===== config.mk =====
export PLATFORM = sky130hd
export DESIGN_NAME = nibble_sequencer
export DESIGN_NICKNAME = d
export VERILOG_FILES = /design/src/rtl/nibble_pkg.sv /design/src/rtl/program_counter.sv /design/src/rtl/nibble_sequencer.sv
export SDC_FILE = /design/constraint.sdc
export NUM_CORES = 1
export LEC_CHECK = 0
export CAP_MARGIN = 0
export CELL_PAD_IN_SITES_DETAIL_PLACEMENT = 0
export CELL_PAD_IN_SITES_GLOBAL_PLACEMENT = 1
export CORE_UTILIZATION = 31
export DETAILED_ROUTE_END_ITERATION = 6
export HOLD_SLACK_MARGIN = 0.12
export PLACE_DENSITY = 0.79
export SLEW_MARGIN = 5
export SYNTH_ARGS = -nofsm -noshare
export SYNTH_HDL_FRONTEND = slang
export SYNTH_HIERARCHICAL = 1
export SYNTH_SLANG_ARGS = --single-unit
export TNS_END_PERCENT = 20

===== constraint.sdc =====
create_clock -name clk -period 1.77 [get_ports clk]
set_input_delay 0.2655 -clock clk [delete_from_list [all_inputs] [get_ports clk]]
set_output_delay 0.2655 -clock clk [all_outputs]
set_load 0.02 [all_outputs]

===== src/rtl/nibble_pkg.sv =====
// rtl/nibble_pkg.sv - shared opcodes, ALU selects and state encoding for the nibble sequencer
package nibble_pkg;

    localparam int PC_W_DEFAULT = 8;

    localparam logic [3:0] OP_NOP   = 4'h0;
    localparam logic [3:0] OP_LIT   = 4'h1;
    localparam logic [3:0] OP_ADDI  = 4'h2;
    localparam logic [3:0] OP_SUBI  = 4'h3;
    localparam logic [3:0] OP_NANDI = 4'h4;
    localparam logic [3:0] OP_CMPI  = 4'h5;
    localparam logic [3:0] OP_OUT   = 4'h6;
    localparam logic [3:0] OP_JMP   = 4'h7;
    localparam logic [3:0] OP_JC    = 4'h8;
    localparam logic [3:0] OP_JNC   = 4'h9;
    localparam logic [3:0] OP_JZ    = 4'hA;
    localparam logic [3:0] OP_JNZ   = 4'hB;
    localparam logic [3:0] OP_HALT  = 4'hC;

    localparam logic [2:0] ALU_PASSA = 3'b000;
    localparam logic [2:0] ALU_SUB   = 3'b001;
    localparam logic [2:0] ALU_PASSB = 3'b010;
    localparam logic [2:0] ALU_ADD   = 3'b011;
    localparam logic [2:0] ALU_NAND  = 3'b100;

    typedef enum logic [1:0] {
        ST_FETCH = 2'd0,
        ST_EXEC  = 2'd1,
        ST_JLOAD = 2'd2,
        ST_HALT  = 2'd3
    } state_t;

    // Arithmetic/logic immediates and compare are the only opcodes that capture ALU flags
    function automatic logic updates_flags(input logic [3:0] op);
        return (op == OP_ADDI) || (op == OP_SUBI) || (op == OP_NANDI) || (op == OP_CMPI);
    endfunction

endpackage


===== src/rtl/program_counter.sv =====
// rtl/program_counter.sv - PC register with increment and absolute load
module program_counter
    import nibble_pkg::*;
#(
    parameter int PC_W = PC_W_DEFAULT
) (
    input  logic            clk,
    input  logic            rst_n,
    input  logic            inc,
    input  logic            load,
    input  logic [PC_W-1:0] load_val,
    output logic [PC_W-1:0] pc
);

    localparam logic [PC_W-1:0] PC_ONE = {{(PC_W-1){1'b0}}, 1'b1};

    // Load wins over increment; increment wraps naturally at the top of the address space
    always_ff @(posedge clk or negedge rst_n) begin
        if (!rst_n) begin
            pc <= '0;
        end else if (load) begin
            pc <= load_val;
        end else if (inc) begin
            pc <= pc + PC_ONE;
        end
    end

endmodule


===== src/rtl/nibble_sequencer.sv =====
// rtl/nibble_sequencer.sv - fetch/decode/execute controller for the 4-bit accumulator datapath
module nibble_sequencer
    import nibble_pkg::*;
#(
    parameter int PC_W = PC_W_DEFAULT
) (
    input  logic            clk,
    input  logic            reset,
    input  logic            run,
    input  logic [7:0]      program_byte,
    input  logic            carry_in,
    input  logic            zero_in,
    output logic [PC_W-1:0] pc,
    output logic [3:0]      oprnd,
    output logic            enB1,
    output logic            en_accu,
    output logic [2:0]      S,
    output logic            enB2,
    output logic            flag_c,
    output logic            flag_z,
    output logic            halted
);

    state_t     state;
    logic [7:0] ir;
    logic [3:0] op;
    logic       jump_taken;
    logic       is_jump;
    logic       pc_inc;
    logic       pc_load;

    assign op     = ir[7:4];
    assign oprnd  = ir[3:0];
    assign halted = (state == ST_HALT);

    // Moore decode: enables depend only on registered state and IR, so reset clears them at once
    always_comb begin
        enB1       = 1'b0;
        en_accu    = 1'b0;
        enB2       = 1'b0;
        S          = ALU_PASSA;
        is_jump    = 1'b0;
        jump_taken = 1'b0;
        if (state == ST_EXEC) begin
            case (op)
                OP_LIT:   begin enB1 = 1'b1; S = ALU_PASSB; en_accu = 1'b1; end
                OP_ADDI:  begin enB1 = 1'b1; S = ALU_ADD;   en_accu = 1'b1; end
                OP_SUBI:  begin enB1 = 1'b1; S = ALU_SUB;   en_accu = 1'b1; end
                OP_NANDI: begin enB1 = 1'b1; S = ALU_NAND;  en_accu = 1'b1; end
                OP_CMPI:  begin enB1 = 1'b1; S = ALU_SUB; end
                OP_OUT:   begin enB2 = 1'b1; S = ALU_PASSA; end
                OP_JMP:   begin is_jump = 1'b1; jump_taken = 1'b1; end
                OP_JC:    begin is_jump = 1'b1; jump_taken = flag_c; end
                OP_JNC:   begin is_jump = 1'b1; jump_taken = !flag_c; end
                OP_JZ:    begin is_jump = 1'b1; jump_taken = flag_z; end
                OP_JNZ:   begin is_jump = 1'b1; jump_taken = !flag_z; end
                default:  ;
            endcase
        end
    end

    // Advance past the opcode byte on fetch, or past an unused jump target byte
    assign pc_inc  = ((state == ST_FETCH) && run) || (is_jump && !jump_taken);
    assign pc_load = (state == ST_JLOAD);

    program_counter #(
        .PC_W (PC_W)
    ) u_pc (
        .clk      (clk),
        .rst_n    (reset),
        .inc      (pc_inc),
        .load     (pc_load),
        .load_val (PC_W'(program_byte)),
        .pc       (pc)
    );

    // Instruction sequencing, IR capture and flag register
    always_ff @(posedge clk or negedge reset) begin
        if (!reset) begin
            state  <= ST_FETCH;
            ir     <= 8'h00;
            flag_c <= 1'b0;
            flag_z <= 1'b0;
        end else begin
            case (state)
                ST_FETCH: begin
                    if (run) begin
                        ir    <= program_byte;
                        state <= ST_EXEC;
                    end
                end
                ST_EXEC: begin
                    if (updates_flags(op)) begin
                        flag_c <= carry_in;
                        flag_z <= zero_in;
                    end
                    if (op == OP_HALT) begin
                        state <= ST_HALT;
                    end else if (jump_taken) begin
                        state <= ST_JLOAD;
                    end else begin
                        state <= ST_FETCH;
                    end
                end
                ST_JLOAD: state <= ST_FETCH;
                ST_HALT:  state <= ST_HALT;
                default:  state <= ST_FETCH;
            endcase
        end
    end

endmodule

Word-level counts from Yosys, hierarchy flattened
Cells that the tools add are included.
Widths: inputs -> output; s select.
{"block": "word_totals", "regBits": 20, "latchBits": 0, "ram_bits": 0, "romBits": 0, "in_bits": 13, "output_inout_bits": 21, "n_memories": 0}
{"block": "classes", "addsub": 1, "n_mul": 0, "n_div": 0, "n_lt_le_gt_ge": 0, "n_eq_ne": 16, "n_shift": 0, "n_mux": 18, "bitwise_logic": 0, "reduce_logical": 17}
{"operator": "$eq 4x4->1 const B", "count": 5}
{"operator": "$eq 4x3->1 const B", "count": 4}
{"operator": "$mux 8", "count": 2}
{"operator": "$pmux 3 s4", "count": 1}
{"operator": "$reduce_or 5->1", "count": 2}
{"operator": "$mux 1", "count": 9}
{"operator": "$add 8x1->8 const B", "count": 1}
{"operator": "$eq 4x2->1 const B", "count": 2}
{"operator": "$pmux 2 s4", "count": 1}
{"operator": "$mux 2", "count": 3}
{"operator": "$pmux 1 s5", "count": 1}
{"operator": "$eq 2x2->1 const B", "count": 2}
{"operator": "$eq 4x1->1 const B", "count": 1}
{"operator": "$logic_or 1x1->1", "count": 4}
{"operator": "$reduce_and 2->1", "count": 2}
{"operator": "$reduce_or 4->1", "count": 1}
{"operator": "$logic_not 1->1", "count": 3}
{"operator": "$mux 3", "count": 1}
{"operator": "$eq 2x1->1 const B", "count": 1}
{"operator": "$logic_and 1x1->1", "count": 2}
{"operator": "$logic_not 2->1", "count": 1}
{"operator": "$ne 2x2->1 const B", "count": 1}
{"operator": "$reduce_bool 2->1", "count": 1}
{"operator": "$reduce_or 2->1", "count": 1}

Depth between registers and ports, before layout
Gate-level depths: netlist of run 1.
{"block": "depth", "depth_word": 8, "ltp_mapped": 8}

Modules after synthesis
The synthesis of run 1 kept the hierarchy.
{"module": "nibble_sequencer", "n_inst": 1, "cells_per_inst": 61, "area_each_um2": 688.2}
{"module": "program_counter", "n_inst": 1, "cells_per_inst": 49, "area_each_um2": 450.4}

Worst setup path after synthesis of run 1
OpenSTA, ideal clock, no wires.
{"block": "synth_timing", "kind": "reg2reg", "startpoint": "register ir[6]", "endpoint": "register u_pc.pc[5]", "setup_time_ps": 69, "t_arrival_ps": 1803, "t_required_ps": 1701, "slack_ps": -102, "stages_incl_launch_ff": 9, "path_cell_list": "dfrtp_1 clkbuf_1 nand3b_1 mux2i_1 o21bai_1 buf_4 nand4_4 or4_1 nand3_1"}
{"block": "synth_via", "elab_chain_cells": 7, "word_cells_on_any_way": 14}
{"element": "from (decl)", "line_no": "nibble_sequencer.sv:25", "source": "logic [7:0] ir;"}
{"element": "from (signal assigned)", "line_no": "nibble_sequencer.sv:88", "source": "ir <= program_byte;"}
{"element": "$eq 4x4->1 / $eq 4x3->1 (equally long branches)", "line_no": "nibble_sequencer.sv:45", "source": "case (op)"}
{"element": "$pmux 1 s5 / $reduce_or 5->1 (equally long branches)"}
{"element": "$mux 1 (on tied branches)", "line_no": "nibble_sequencer.sv:44, nibble_sequencer.sv:45"}
{"element": "$logic_not 1->1 / $mux 1 (equally long branches)", "line_no": "nibble_sequencer.sv:63, nibble_sequencer.sv:44"}
{"element": "$logic_and 1x1->1 (*)", "line_no": "nibble_sequencer.sv:63", "source": "assign pc_inc = ((state == ST_FETCH) && run) || (is_jump && !jump_taken);"}
{"element": "$logic_or 1x1->1 (*)", "line_no": "nibble_sequencer.sv:63"}
{"element": "named net pc_inc", "line_no": "nibble_sequencer.sv:29", "source": "logic pc_inc;"}
{"element": "$reduce_bool 2->1 (no line) (*)"}
{"element": "to (signal assigned)", "line_no": "program_counter.sv:22", "source": "pc <= load_val;"}
{"element": "to (signal assigned)", "line_no": "program_counter.sv:24", "source": "pc <= pc + PC_ONE;"}
{"element": "to (decl)", "line_no": "program_counter.sv:12", "source": "output logic [PC_W-1:0] pc"}
The timed path passes the listed nets; every way through them passes the cells marked *.
A chain may end at the register's enable or synchronous reset.

Worst setup path in the final report of run 1
{"block": "layout_timing", "startpoint": "register ir[7]", "endpoint": "register u_pc.pc[6]"}
Same word-level chain as after synthesis.

==> results of run 1 <==
state kept, by name, indices dropped and copies added, names as in the netlist:
| signal | cells |
|---|---|
| u_pc/pc | 8 |
| ir | 8 |
| flag_z | 1 |
| state | 2 |
| flag_c | 1 |
area by class of cell:
cell class | count | share of cell area
Clock buffer | 4 | 0.0209
Tap cell | 46 | 0.0331
Sequential cell | 20 | 0.288
Inverter | 1 | 0.00216
Timing Repair Buffer | 55 | 0.291
Multi-Input combinational cell | 78 | 0.364
worst max-delay path: cells and delay by family, from the launching register on:
family / cells / cell delay (ns)
flops: 1 / 0.45
mux: 1 / 0.08
buf+inv: 1 / 0.13
simple gates: 4 / 0.85
compound gates: 1 / 0.21
cells by family (layout without fill, tap and decap cells):
kind of cell    Yosys count  in the layout  synth area share
xor+xnor                  5              5            0.0385
buf+inv                  12             60            0.0648
compound gates           18             18            0.0956
flops                    20             20             0.440
mux                      13             13             0.125
simple gates             41             41             0.225
fa+ha+maj                 1              1            0.0110
what timing repair did:
| item | in CTS | in global routing |
|---|---|---|
| endpoints found under the setup margin | 15 | 14 |
| pin swaps | 4 | 4 |
| gates resized for setup | 41 | 12 |
| setup buffers | 3 | 1 |
metrics by stage:
| stage | power [mW] | utilization | TNS [ns] |
|---|---|---|---|
| after floorplan | 1.94 | - | -0.0149 |
| after global placement | 2.60 | 0.471 | -1.22 |
| after detailed placement | 2.65 | 0.471 | -1.70 |
| after CTS | 3.05 | 0.497 | -0.176 |
| after global routing | 3.34 | 0.509 | -0.563 |
| final | 3.12 | 0.509 | 0 |
per-layer routing:
| layer | track usage | up-vias | share of wire |
|---|---|---|---|
| met3 | 0.0292 | 0 | 0.055 |
| met2 | 0.250 | 28 | 0.52 |
| met4 | 0.0291 | 0 | 0 |
| li1 | - | 479 | - |
| met1 | 0.162 | 465 | 0.42 |
| met5 | 0 | - | 0 |
placed cells by master, fill, tap and decap left out, drive strengths merged:
| master | instances |
|---|---|
| o31ai | 1 |
| xnor2 | 2 |
| and4b | 1 |
| or3b | 2 |
| a21o | 1 |
| o21bai | 1 |
| o21a | 1 |
| mux2i | 3 |
| nand2 | 11 |
| nor2 | 2 |
| nand3 | 5 |
| clkbuf | 4 |
| nor3b | 2 |
| dlygate4sd2 | 1 |
| nor3 | 2 |
| dfrtp | 20 |
| inv | 1 |
| a311o | 1 |
| a21oi | 3 |
| ha | 1 |
| dlymetal6s2s | 1 |
| clkdlybuf4s50 | 25 |
| nand4bb | 1 |
| mux2 | 10 |
| nand3b | 1 |
| a31o | 1 |
| o21ai | 9 |
| nor2b | 6 |
| xor2 | 3 |
| and3 | 1 |
| buf | 28 |
| or4 | 3 |
| nand4 | 3 |
| and2 | 1 |
report_power, final:
| part | switching (mW) | internal [mW] | leakage [nW] |
|---|---|---|---|
| clock | 0.131 | 0.125 | 0.0210 |
| sequential | 0.228 | 0.682 | 0.240 |
| combinational | 0.876 | 1.07 | 0.477 |
worst min path at each step:
stage | end | slack [ns] | cells past startpoint
finish | u_pc/pc[0]$_DFFE_PN0P_ | 0.30 | 2
detailed placement | ir[0]$_DFFE_PN0P_ | 0.50 | 1
global placement | ir[0]$_DFFE_PN0P_ | 0.50 | 1
global route | u_pc/pc[2]$_DFFE_PN0P_ | 0.31 | 2
CTS | u_pc/pc[7]$_DFFE_PN0P_ | 0.30 | 2
floorplan | flag_c$_DFFE_PN0P_ | -0.03 | 0
==> impl_metrics.prom, run 1 <==
# TYPE chip_impl_metric gauge
chip_impl_info{name="status",value="finished, final reports clean"} 1
chip_impl_metric{name="worstMarginPinSlew",unit="ns"} 0.262
chip_impl_info{name="start_kind",value="register"} 1
chip_impl_info{name="leading_register_cell_type_out_of_synthesis",value="dfrtp_1"} 1
chip_impl_metric{name="postSynthAreaPerCell",unit="sq um"} 10.4
chip_impl_metric{name="route.detailed.wl_per_inst",unit="um"} 12.5
chip_impl_metric{name="place.gp.congestion",unit=""} 0.773
chip_impl_metric{name="hold_buffers",unit=""} 0
chip_impl_metric{name="remaining_drc_errors",unit=""} 0
chip_impl_metric{name="area.sequential",unit="sq um"} 502
chip_impl_metric{name="power.density",unit="nW/um^2"} 1790
chip_impl_metric{name="timing.fmax",unit="GHz"} 0.567
chip_impl_metric{name="die_width",unit="um"} 62.6
chip_impl_info{name="worst_setup_path_endpoint",value="u_pc/pc[6]$_DFFE_PN0P_"} 1
chip_impl_metric{name="synthesis.yosys.warnings",unit=""} 6
chip_impl_metric{name="timing.final.max_slew_violations",unit=""} 0
chip_impl_metric{name="min_period_over_period",unit=""} 0.997
chip_impl_info{name="r2r_start",value="ir[7]$_DFFE_PN0P_"} 1
chip_impl_metric{name="reg2reg_depth",unit=""} 7
chip_impl_metric{name="mappedNetlistArea",unit="sq um"} 1140
chip_impl_metric{name="numCtsBuffers",unit=""} 3
chip_impl_metric{name="synth_top_area_frac",unit=""} 0.440
chip_impl_metric{name="post_layout_nonfiller_instances",unit=""} 204
chip_impl_metric{name="cap_violations",unit=""} 0
chip_impl_metric{name="final_cell_area",unit="sq um"} 1740
chip_impl_metric{name="boundaryPins",unit=""} 34
chip_impl_metric{name="port_buffers",unit=""} 33
chip_impl_info{name="cp_cell_sequence",value="buf_6 -> or3b_1 -> mux2i_4 -> o21bai_4 -> nand3_2 -> or4_1 -> nand3_1"} 1
chip_impl_metric{name="dp_cells",unit=""} 196
chip_impl_metric{name="cts_htree_levels",unit=""} 1
chip_impl_info{name="critPathCaptureType",value="register"} 1
chip_impl_metric{name="placed_cell_area",unit="sq um"} 1610
chip_impl_info{name="cts_tree",value="done"} 1
chip_impl_metric{name="die_y",unit="um"} 62.6
chip_impl_metric{name="path_clk_slew",unit="ns"} 0.11
chip_impl_info{name="crit-reg2reg-capture",value="u_pc/pc[6]$_DFFE_PN0P_"} 1
chip_impl_metric{name="clock_path_buffers",unit=""} 2
chip_impl_info{name="clockRootBuffer",value="clkbuf_4"} 1
chip_impl_metric{name="static-leakage-power",unit="nW"} 0.738
chip_impl_metric{name="layout.filler_cells",unit=""} 312
chip_impl_metric{name="vdd_drop_max",unit="V"} 0.000805
chip_impl_metric{name="yosysUniqueCellTypes",unit=""} 37
chip_impl_metric{name="num_antenna_cells",unit=""} 0
chip_impl_metric{name="grt_first_pass_wirelength",unit="um"} 4370
chip_impl_metric{name="cp_data_required_time",unit="ns"} 2.01
chip_impl_metric{name="grt_pass1_vias",unit=""} 1008
chip_impl_info{name="synth_most_common_cell",value="dfrtp_1"} 1
chip_impl_metric{name="grt_start_max_net_pins",unit=""} 21
chip_impl_metric{name="clock_sinks",unit=""} 20
chip_impl_metric{name="area_occupied_by_multi_input_gates",unit="sq um"} 633
chip_impl_metric{name="design.die.area",unit="sq um"} 3920
chip_impl_metric{name="slew_headroom",unit=""} 0.822
chip_impl_metric{name="total_global_routing_overflow",unit=""} 0
chip_impl_metric{name="flops_latches_synth",unit=""} 20
chip_impl_metric{name="drt-initial-drc-count",unit=""} 20
chip_impl_metric{name="clk_latency",unit="ns"} 0.29
chip_impl_metric{name="route.final.wire_length",unit="um"} 2550
chip_impl_info{name="largest_cells_by_area_after_synthesis",value="dfrtp_1 (44%), mux2_2 (9.9%), nand2_1 (3.6%)"} 1
chip_impl_metric{name="grt_antenna_before_repair",unit=""} 0
chip_impl_metric{name="hpwl",unit="um"} 1970
chip_impl_metric{name="postSynthNetCount",unit=""} 124
chip_impl_metric{name="timing.reg2reg.setup_slack",unit="ns"} 0.006
chip_impl_metric{name="num-nets-final",unit=""} 173
chip_impl_info{name="crit_type",value="register to register"} 1
chip_impl_info{name="cp_slowest_cell",value="or4_1"} 1
chip_impl_metric{name="synth_sequential_area_ratio",unit=""} 0.440
chip_impl_metric{name="firstDrtPassIters",unit=""} 4
chip_impl_info{name="synth.cells.most_frequent",value="dfrtp_1 (20), nand2_1 (11), mux2_2 (10)"} 1
chip_impl_metric{name="timing_hold_violations_final",unit=""} 0
chip_impl_metric{name="netlist_instances",unit=""} 110
chip_impl_metric{name="drive_above_1_share",unit=""} 0.354
chip_impl_metric{name="total_vias_in_the_final_route",unit=""} 972
chip_impl_info{name="yosys.area.top_type",value="dfrtp_1"} 1
chip_impl_metric{name="setup_viol",unit=""} 0
chip_impl_metric{name="placement_rows",unit=""} 21
chip_impl_metric{name="critical_path_peak_fanout",unit=""} 5
chip_impl_metric{name="critical-path-max-stage-delay",unit="ns"} 0.47
chip_impl_info{name="grt_setup_unrepaired",value="true"} 1
chip_impl_metric{name="initial_core_util",unit=""} 0.333
chip_impl_metric{name="post-place-ws",unit="ns"} -0.235
chip_impl_metric{name="ant_nets",unit=""} 0
chip_impl_metric{name="holdWs",unit="ns"} 0.295
chip_impl_metric{name="post-route-worst-setup-slack",unit="ns"} 0.00576
chip_impl_metric{name="core_area",unit="sq um"} 3420
chip_impl_metric{name="vias_per_cell",unit=""} 4.76
chip_impl_info{name="hold_class",value="input pin to async pin"} 1
chip_impl_metric{name="critical_path_arrival",unit="ns"} 2.00
chip_impl_metric{name="final_period_demand_of_the_worst_path",unit="ns"} 1.76
chip_impl_metric{name="gr-usage-all-layers",unit=""} 0.136
chip_impl_metric{name="number_of_synthesized_flops_with_an_enable_pin",unit=""} 0
chip_impl_info{name="startpoint",value="ir[7]$_DFFE_PN0P_"} 1
chip_impl_metric{name="synth-async-reset-ratio",unit=""} 1.00
chip_impl_metric{name="area_growth_syn_to_layout",unit="%"} 52.7
chip_impl_metric{name="skew",unit="ns"} 0.00287
Note: power is estimated with default switching activity, not from simulation.
==> inputs of run 2 (changes only) <==
--- a/config.mk
+++ b/config.mk
@@ -10,6 +10,7 @@
 export CELL_PAD_IN_SITES_GLOBAL_PLACEMENT = 1
 export CORE_UTILIZATION = 31
 export DETAILED_ROUTE_END_ITERATION = 6
+export GPL_TIMING_DRIVEN = 0
 export HOLD_SLACK_MARGIN = 0.12
 export PLACE_DENSITY = 0.79
 export SLEW_MARGIN = 5
==> impl_metrics.prom, run 2 (same netlist as run 1, synthesis figures left out) <==
# TYPE chip_impl_metric gauge
chip_impl_info{name="status",value="finished with violations"} 1
chip_impl_info{name="failing_checks",value="setup timing"} 1
chip_impl_metric{name="post-route-worst-setup-slack",unit="ns"} -0.0855
chip_impl_info{name="start_kind",value="register"} 1
chip_impl_metric{name="grt_pass1_vias",unit=""} 1002
chip_impl_metric{name="worstMarginPinSlew",unit="ns"} 0.892
chip_impl_metric{name="vias_per_cell",unit=""} 4.86
chip_impl_metric{name="ant_nets",unit=""} 0
chip_impl_metric{name="placement_rows",unit=""} 21
chip_impl_metric{name="post-place-ws",unit="ns"} -0.388
chip_impl_info{name="critPathCaptureType",value="register"} 1
chip_impl_metric{name="utilization",unit=""} 0.500
chip_impl_metric{name="critical-path-max-stage-delay",unit="ns"} 0.46
chip_impl_metric{name="slew_headroom",unit=""} 0.404
chip_impl_metric{name="area_growth_syn_to_layout",unit="%"} 49.9
chip_impl_metric{name="setup_viol",unit=""} 5
chip_impl_metric{name="boundaryPins",unit=""} 34
chip_impl_metric{name="clock_sinks",unit=""} 20
chip_impl_metric{name="grt_first_pass_wirelength",unit="um"} 4620
chip_impl_metric{name="design.die.area",unit="sq um"} 3920
chip_impl_metric{name="route.detailed.wl_per_inst",unit="um"} 13.3
chip_impl_metric{name="grt_start_max_net_pins",unit=""} 21
chip_impl_info{name="grt_setup_unrepaired",value="true"} 1
chip_impl_metric{name="cts_htree_levels",unit=""} 1
chip_impl_metric{name="power.density",unit="nW/um^2"} 1820
chip_impl_metric{name="static-leakage-power",unit="nW"} 0.742
chip_impl_metric{name="layout.filler_cells",unit=""} 345
chip_impl_metric{name="remaining_drc_errors",unit=""} 0
chip_impl_metric{name="drive_above_1_share",unit=""} 0.363
chip_impl_metric{name="port_buffers",unit=""} 33
chip_impl_metric{name="path_clk_slew",unit="ns"} 0.11
chip_impl_metric{name="min_period_over_period",unit=""} 1.05
chip_impl_metric{name="drt-initial-drc-count",unit=""} 12
chip_impl_metric{name="critical_path_peak_fanout",unit=""} 5
chip_impl_info{name="hold_class",value="input pin to async pin"} 1
chip_impl_metric{name="skew",unit="ns"} 0.00651
chip_impl_metric{name="die_y",unit="um"} 62.6
chip_impl_info{name="cp_cell_sequence",value="or3b_1 -> mux2i_1 -> o21bai_1 -> buf_4 -> buf_4 -> nand2_1 -> xor2_1 -> o21ai_1"} 1
chip_impl_info{name="timing.critical_path.max_delay_family",value="flip-flops"} 1
chip_impl_metric{name="gr-usage-all-layers",unit=""} 0.148
chip_impl_metric{name="numCtsBuffers",unit=""} 3
chip_impl_info{name="crit_type",value="register to register"} 1
chip_impl_info{name="layout_common_cells",value="clkdlybuf4s50_1 (25), buf_4 (22), dfrtp_1 (16), nand2_1 (11), mux2_2 (10)"} 1
chip_impl_metric{name="core_area",unit="sq um"} 3420
chip_impl_metric{name="cp_data_required_time",unit="ns"} 1.95
chip_impl_info{name="most_frequent_standard_cell_in_the_layout_excluding_fill_and_tap_cells",value="clkdlybuf4s50_1"} 1
chip_impl_metric{name="vdd_drop_max",unit="V"} 0.000819
chip_impl_metric{name="total_vias_in_the_final_route",unit=""} 1001
chip_impl_metric{name="initial_core_util",unit=""} 0.333
chip_impl_metric{name="critical_path_arrival",unit="ns"} 2.03
chip_impl_info{name="critical_path.most_common_cell",value="buf_4"} 1
chip_impl_metric{name="num_antenna_cells",unit=""} 0
chip_impl_info{name="clockRootBuffer",value="clkbuf_4"} 1
chip_impl_info{name="largestRegisters",value="ir: 8 flops, u_pc/pc: 8 flops, state: 2 flops"} 1
chip_impl_metric{name="total_buffers_and_inverters_traversed_by_the_critical_path",unit=""} 2
chip_impl_metric{name="clk_latency",unit="ns"} 0.29
chip_impl_metric{name="timing.final.max_slew_violations",unit=""} 0
chip_impl_metric{name="num-nets-final",unit=""} 175
chip_impl_metric{name="route.final.wire_length",unit="um"} 2730
chip_impl_metric{name="placed_cell_area",unit="sq um"} 1540
chip_impl_metric{name="place.gp.congestion",unit=""} 0.733
chip_impl_metric{name="grt_antenna_before_repair",unit=""} 0
chip_impl_metric{name="cap_violations",unit=""} 0
chip_impl_metric{name="post_layout_nonfiller_instances",unit=""} 206
chip_impl_metric{name="die_width",unit="um"} 62.6
chip_impl_metric{name="clock_path_buffers",unit=""} 2
chip_impl_metric{name="timing_hold_violations_final",unit=""} 0
chip_impl_info{name="cp_slowest_cell",value="dfrtp_2"} 1
chip_impl_metric{name="final_cell_area",unit="sq um"} 1710
chip_impl_metric{name="final_period_demand_of_the_worst_path",unit="ns"} 1.86
chip_impl_metric{name="total_global_routing_overflow",unit=""} 0
chip_impl_metric{name="hpwl",unit="um"} 1850
chip_impl_metric{name="dp_cells",unit=""} 189
chip_impl_info{name="cts_tree",value="done"} 1
chip_impl_metric{name="timing.fmax",unit="GHz"} 0.539
chip_impl_metric{name="firstDrtPassIters",unit=""} 4
run 2: cell count changes in the layout (fill, tap and decap cells not counted), sizes merged:
cell	before	now
buf	28	26
dlymetal6s2s	1	2
dlygate4sd2	1	0
clkbuf	4	8
run 2: cell type report:
type | instances | area (sq um) | share of cell area
Multi-Input combinational cell | 78 | 609 | 0.357
Sequential cell | 20 | 505 | 0.296
Timing Repair Buffer | 47 | 418 | 0.245
Buffer | 10 | 76.3 | 0.0447
Tap cell | 46 | 57.6 | 0.0337
Clock buffer | 4 | 36.3 | 0.0213
Inverter | 1 | 3.75 | 0.00220
run 2: path summary, 6_finish.rpt:
kind | to | from | slack, ns | cells after the start
setup / recovery | u_pc/pc[2]$_DFFE_PN0P_ | ir[4]$_DFFE_PN0P_ | -0.09 | 8
hold / removal | u_pc/pc[6]$_DFFE_PN0P_ | reset | 0.46 | 1
setup reg to reg | u_pc/pc[2]$_DFFE_PN0P_ | ir[4]$_DFFE_PN0P_ | -0.09 | 8
hold reg to reg | ir[3]$_DFFE_PN0P_ | ir[3]$_DFFE_PN0P_ | 0.52 | 1
max in group asynchronous | state[0]$_DFFE_PN0P_ | reset | 0.70 | 1
min in group clk | ir[3]$_DFFE_PN0P_ | ir[3]$_DFFE_PN0P_ | 0.52 | 1
run 2: per-stage QoR:
stage / hold WS [ns] / total power, mW / TNS (ns)
floorplan: -0.0301 / 1.94 / -0.0149
global placement: 0.496 / 2.49 / -1.99
detailed placement: 0.506 / 2.53 / -2.25
CTS: 0.489 / 3.06 / -0.401
global route: 0.501 / 3.34 / -1.16
finish: 0.462 / 3.11 / -0.282
run 2: routing by layer:
layer  share of wire  up-vias  wire (um)  track usage
met5               0        -          0            0
met4          0.0062        0         17       0.0349
met3           0.041        2        113       0.0438
met2            0.52       27       1410        0.253
met1            0.44      482       1190        0.181
li1                -      490          -            -
run 2: repair_timing:
item,4_1_cts,5_1_grt
gates cloned,0,0
hold buffers,0,0
setup endpoints to repair,11,17
pin swaps,9,2
setup buffers,13,1
resized for setup,40,11
run 2: worst register-to-register path: stages, from the launching register on:
cell and delay [ns]:
dfrtp_2 0.46, or3b_1 0.37, mux2i_1 0.19, o21bai_1 0.09
buf_4 0.16, buf_4 0.13, nand2_1 0.09, xor2_1 0.19
o21ai_1 0.08
run 2: power breakdown:
part           leakage, nW  switching [mW]  internal [mW]
registers            0.236           0.278          0.687
clock network       0.0210           0.133          0.125
logic                0.485           0.831           1.06
total                0.742            1.24           1.87
==> inputs of run 3 (changes only) <==
--- a/config.mk
+++ b/config.mk
@@ -5,14 +5,16 @@
 export SDC_FILE = /design/constraint.sdc
 export NUM_CORES = 1
 export LEC_CHECK = 0
+export ABC_AREA = 1
 export CAP_MARGIN = 0
 export CELL_PAD_IN_SITES_DETAIL_PLACEMENT = 0
 export CELL_PAD_IN_SITES_GLOBAL_PLACEMENT = 1
-export CORE_UTILIZATION = 31
+export CORE_ASPECT_RATIO = 2
+export CORE_UTILIZATION = 37
 export DETAILED_ROUTE_END_ITERATION = 6
 export GPL_TIMING_DRIVEN = 0
 export HOLD_SLACK_MARGIN = 0.12
-export PLACE_DENSITY = 0.79
+export PLACE_DENSITY = 0.88
 export SLEW_MARGIN = 5
 export SYNTH_ARGS = -nofsm -noshare
 export SYNTH_HDL_FRONTEND = slang
==> constraint.sdc (replaced) <==
create_clock -name clk -period 2.2 [get_ports clk]
set_input_delay 0.33 -clock clk [delete_from_list [all_inputs] [get_ports clk]]
set_output_delay 0.33 -clock clk [all_outputs]
set_load 0.02 [all_outputs]
==> impl_metrics.prom, run 3 <==
# TYPE chip_impl_metric gauge
chip_impl_metric{name="postSynthNetCount",unit=""} 163
chip_impl_metric{name="critical-path-max-stage-delay",unit="ns"} 0.62
chip_impl_metric{name="clk_latency",unit="ns"} 0.26
chip_impl_metric{name="cap_violations",unit=""} 0
chip_impl_info{name="cp_cell_sequence",value="buf_4 -> nor2_2 -> nand2_1 -> a21oi_1 -> clkdlybuf4s50_1"} 1
chip_impl_metric{name="hold_buffers",unit=""} 0
chip_impl_metric{name="total_global_routing_overflow",unit=""} 0
chip_impl_metric{name="area_occupied_by_multi_input_gates",unit="sq um"} 637
chip_impl_metric{name="grt_first_pass_wirelength",unit="um"} 4880
chip_impl_info{name="cts_tree",value="done"} 1
chip_impl_metric{name="total_vias_in_the_final_route",unit=""} 1081
chip_impl_info{name="grt_setup_unrepaired",value="false"} 1
chip_impl_metric{name="num_antenna_cells",unit=""} 0
chip_impl_metric{name="area_growth_syn_to_layout",unit="%"} 36.1
chip_impl_info{name="synth.cells.most_frequent",value="nand2_1 (40), dfrtp_1 (20), nand3_1 (18)"} 1
chip_impl_metric{name="core_area",unit="sq um"} 3190
chip_impl_metric{name="synth-async-reset-ratio",unit=""} 1.00
chip_impl_metric{name="timing.fmax",unit="GHz"} 0.478
chip_impl_info{name="yosys.area.top_type",value="dfrtp_1"} 1
chip_impl_metric{name="numCtsBuffers",unit=""} 3
chip_impl_metric{name="ant_nets",unit=""} 0
chip_impl_metric{name="mappedNetlistArea",unit="sq um"} 1250
chip_impl_metric{name="static-leakage-power",unit="nW"} 0.828
chip_impl_metric{name="power.density",unit="nW/um^2"} 1460
chip_impl_metric{name="drt-initial-drc-count",unit=""} 21
chip_impl_metric{name="skew",unit="ns"} 0.00177
chip_impl_metric{name="boundaryPins",unit=""} 34
chip_impl_metric{name="route.final.wire_length",unit="um"} 2800
chip_impl_metric{name="number_of_synthesized_flops_with_an_enable_pin",unit=""} 0
chip_impl_info{name="largest_cells_by_area_after_synthesis",value="dfrtp_1 (40%), nand2_1 (12%), nand3_1 (7.2%)"} 1
chip_impl_metric{name="firstDrtPassIters",unit=""} 4
chip_impl_metric{name="synth_top_area_frac",unit=""} 0.401
chip_impl_info{name="largestRegisters",value="ir: 8 flops, u_pc/pc: 8 flops, state: 2 flops"} 1
chip_impl_metric{name="grt_start_max_net_pins",unit=""} 21
chip_impl_metric{name="critical_path_peak_fanout",unit=""} 8
chip_impl_metric{name="clock_sinks",unit=""} 20
chip_impl_info{name="synth_most_common_cell",value="nand2_1"} 1
chip_impl_info{name="crit_type",value="register to primary output"} 1
chip_impl_metric{name="timing_hold_violations_final",unit=""} 0
chip_impl_info{name="cp_slowest_cell",value="clkdlybuf4s50_1"} 1
chip_impl_info{name="leading_register_cell_type_out_of_synthesis",value="dfrtp_1"} 1
chip_impl_metric{name="drive_above_1_share",unit=""} 0.242
chip_impl_metric{name="clock_path_buffers",unit=""} 2
chip_impl_metric{name="cp_data_required_time",unit="ns"} 1.87
chip_impl_metric{name="final_period_demand_of_the_worst_path",unit="ns"} 2.09
chip_impl_metric{name="finalSetupTns",unit="ns"} 0
chip_impl_info{name="hold_class",value="register to register"} 1
chip_impl_metric{name="initial_core_util",unit=""} 0.391
chip_impl_metric{name="hpwl",unit="um"} 2180
chip_impl_info{name="clockRootBuffer",value="clkbuf_8"} 1
chip_impl_metric{name="vdd_drop_max",unit="V"} 0.000870
chip_impl_metric{name="setup_viol",unit=""} 0
chip_impl_metric{name="postCtsResizedCells",unit=""} 0
chip_impl_metric{name="remaining_drc_errors",unit=""} 0
chip_impl_metric{name="placed_cell_area",unit="sq um"} 1620
chip_impl_metric{name="postCtsSetupBuffers",unit=""} 0
chip_impl_metric{name="netlist_instances",unit=""} 149
chip_impl_metric{name="place.gp.congestion",unit=""} 0.798
chip_impl_metric{name="timing.final.max_slew_violations",unit=""} 0
chip_impl_info{name="critPathCaptureType",value="primary output"} 1
chip_impl_metric{name="die_width",unit="um"} 43.1
chip_impl_metric{name="yosysUniqueCellTypes",unit=""} 26
chip_impl_metric{name="critical_path_arrival",unit="ns"} 1.76
chip_impl_metric{name="vias_per_cell",unit=""} 4.98
chip_impl_metric{name="route.detailed.wl_per_inst",unit="um"} 12.9
chip_impl_metric{name="grt_antenna_before_repair",unit=""} 0
chip_impl_info{name="start_kind",value="register"} 1
chip_impl_metric{name="area.sequential",unit="sq um"} 503
chip_impl_metric{name="gr-usage-all-layers",unit=""} 0.172
chip_impl_metric{name="flops_latches_synth",unit=""} 20
chip_impl_info{name="most_frequent_standard_cell_in_the_layout_excluding_fill_and_tap_cells",value="nand2_1"} 1
chip_impl_metric{name="design.die.area",unit="sq um"} 3620
chip_impl_info{name="layout_common_cells",value="nand2_1 (40), clkdlybuf4s50_1 (31), nand3_1 (18), dfrtp_1 (18)"} 1
chip_impl_metric{name="path_clk_slew",unit="ns"} 0.08
chip_impl_metric{name="final_cell_area",unit="sq um"} 1700
chip_impl_metric{name="cts_htree_levels",unit=""} 1
chip_impl_metric{name="worstMarginPinSlew",unit="ns"} 0.878
chip_impl_metric{name="min_period_over_period",unit=""} 0.952
chip_impl_metric{name="synthesis.yosys.warnings",unit=""} 6
chip_impl_info{name="status",value="finished, final reports clean"} 1
chip_impl_metric{name="die_y",unit="um"} 84.1
chip_impl_metric{name="port_buffers",unit=""} 33
chip_impl_metric{name="grt_pass1_vias",unit=""} 1088
chip_impl_metric{name="layout.filler_cells",unit=""} 300
chip_impl_metric{name="num-nets-final",unit=""} 201
chip_impl_metric{name="slew_headroom",unit=""} 0.413
chip_impl_metric{name="synth_sequential_area_ratio",unit=""} 0.401
chip_impl_metric{name="placement_rows",unit=""} 29
chip_impl_metric{name="postSynthAreaPerCell",unit="sq um"} 8.37
-- run 3: worst max-delay path, delay by kind of cell (launching register included) --
kind | cells | cell delay [ns]
and+or+nand+nor | 2 | 0.21
buffers and inverters | 2 | 0.78
DFF | 1 | 0.36
AOI/OAI and AO/OA | 1 | 0.15
-- run 3: cell type report --
| class | instances | share of cell area |
|---|---|---|
| timing repair buffer | 33 | 0.197 |
| sequential | 20 | 0.296 |
| multi-input combinational | 108 | 0.375 |
| inverter | 14 | 0.0310 |
| buffer | 7 | 0.0354 |
| clock buffer | 3 | 0.0243 |
| tap | 31 | 0.0228 |
| clock inverter | 1 | 0.0177 |
-- run 3: final timing paths --
kind | startpoint | end | slack (ns) | depth (start not counted)
max | ir[5]$_DFFE_PN0P_ | S[0] | 0.11 | 5
min | ir[1]$_DFFE_PN0P_ | ir[1]$_DFFE_PN0P_ | 0.52 | 1
max reg2reg | state[0]$_DFFE_PN0P_ | u_pc/pc[6]$_DFFE_PN0P_ | 0.73 | 8
min reg2reg | ir[1]$_DFFE_PN0P_ | ir[1]$_DFFE_PN0P_ | 0.52 | 1
max in group asynchronous | reset | state[0]$_DFFE_PN0P_ | 1.04 | 1
min in group asynchronous | reset | u_pc/pc[7]$_DFFE_PN0P_ | 0.56 | 1
-- run 3: stage by stage --
step	util	setup slack, ns	std cells	total power [mW]	hold WS, ns
final	0.532	0.107	217	2.47	0.521
after global routing	0.532	0.0105	217	2.65	0.551
after CTS	0.529	0.0186	217	2.49	0.524
after detailed placement	0.506	0.316	213	2.11	0.500
after global placement	0.506	0.338	213	2.07	0.500
after floorplan	-	0.824	149	1.64	0.0344
-- run 3: layer usage --
metal	GRT usage	up-vias	share of wire
li1	-	550	-
met1	0.194	498	0.39
met2	0.321	29	0.56
met3	0.0130	4	0.035
met4	0.0661	0	0.013
met5	0	-	0
-- run 3: logic make-up after synthesis --
group	synth area share
and+or+nand+nor	0.345
buffers and inverters	0.0903
xor gates and xnor gates	0.0140
AOI/OAI and AO/OA	0.0913
adders and majority gates	0.0100
DFF	0.401
muxes	0.0481
-- run 3: report_power, final --
group / switching (mW) / internal, mW
clock: 0.126 / 0.243
combinational: 0.734 / 0.629
sequential: 0.198 / 0.542
total: 1.06 / 1.41
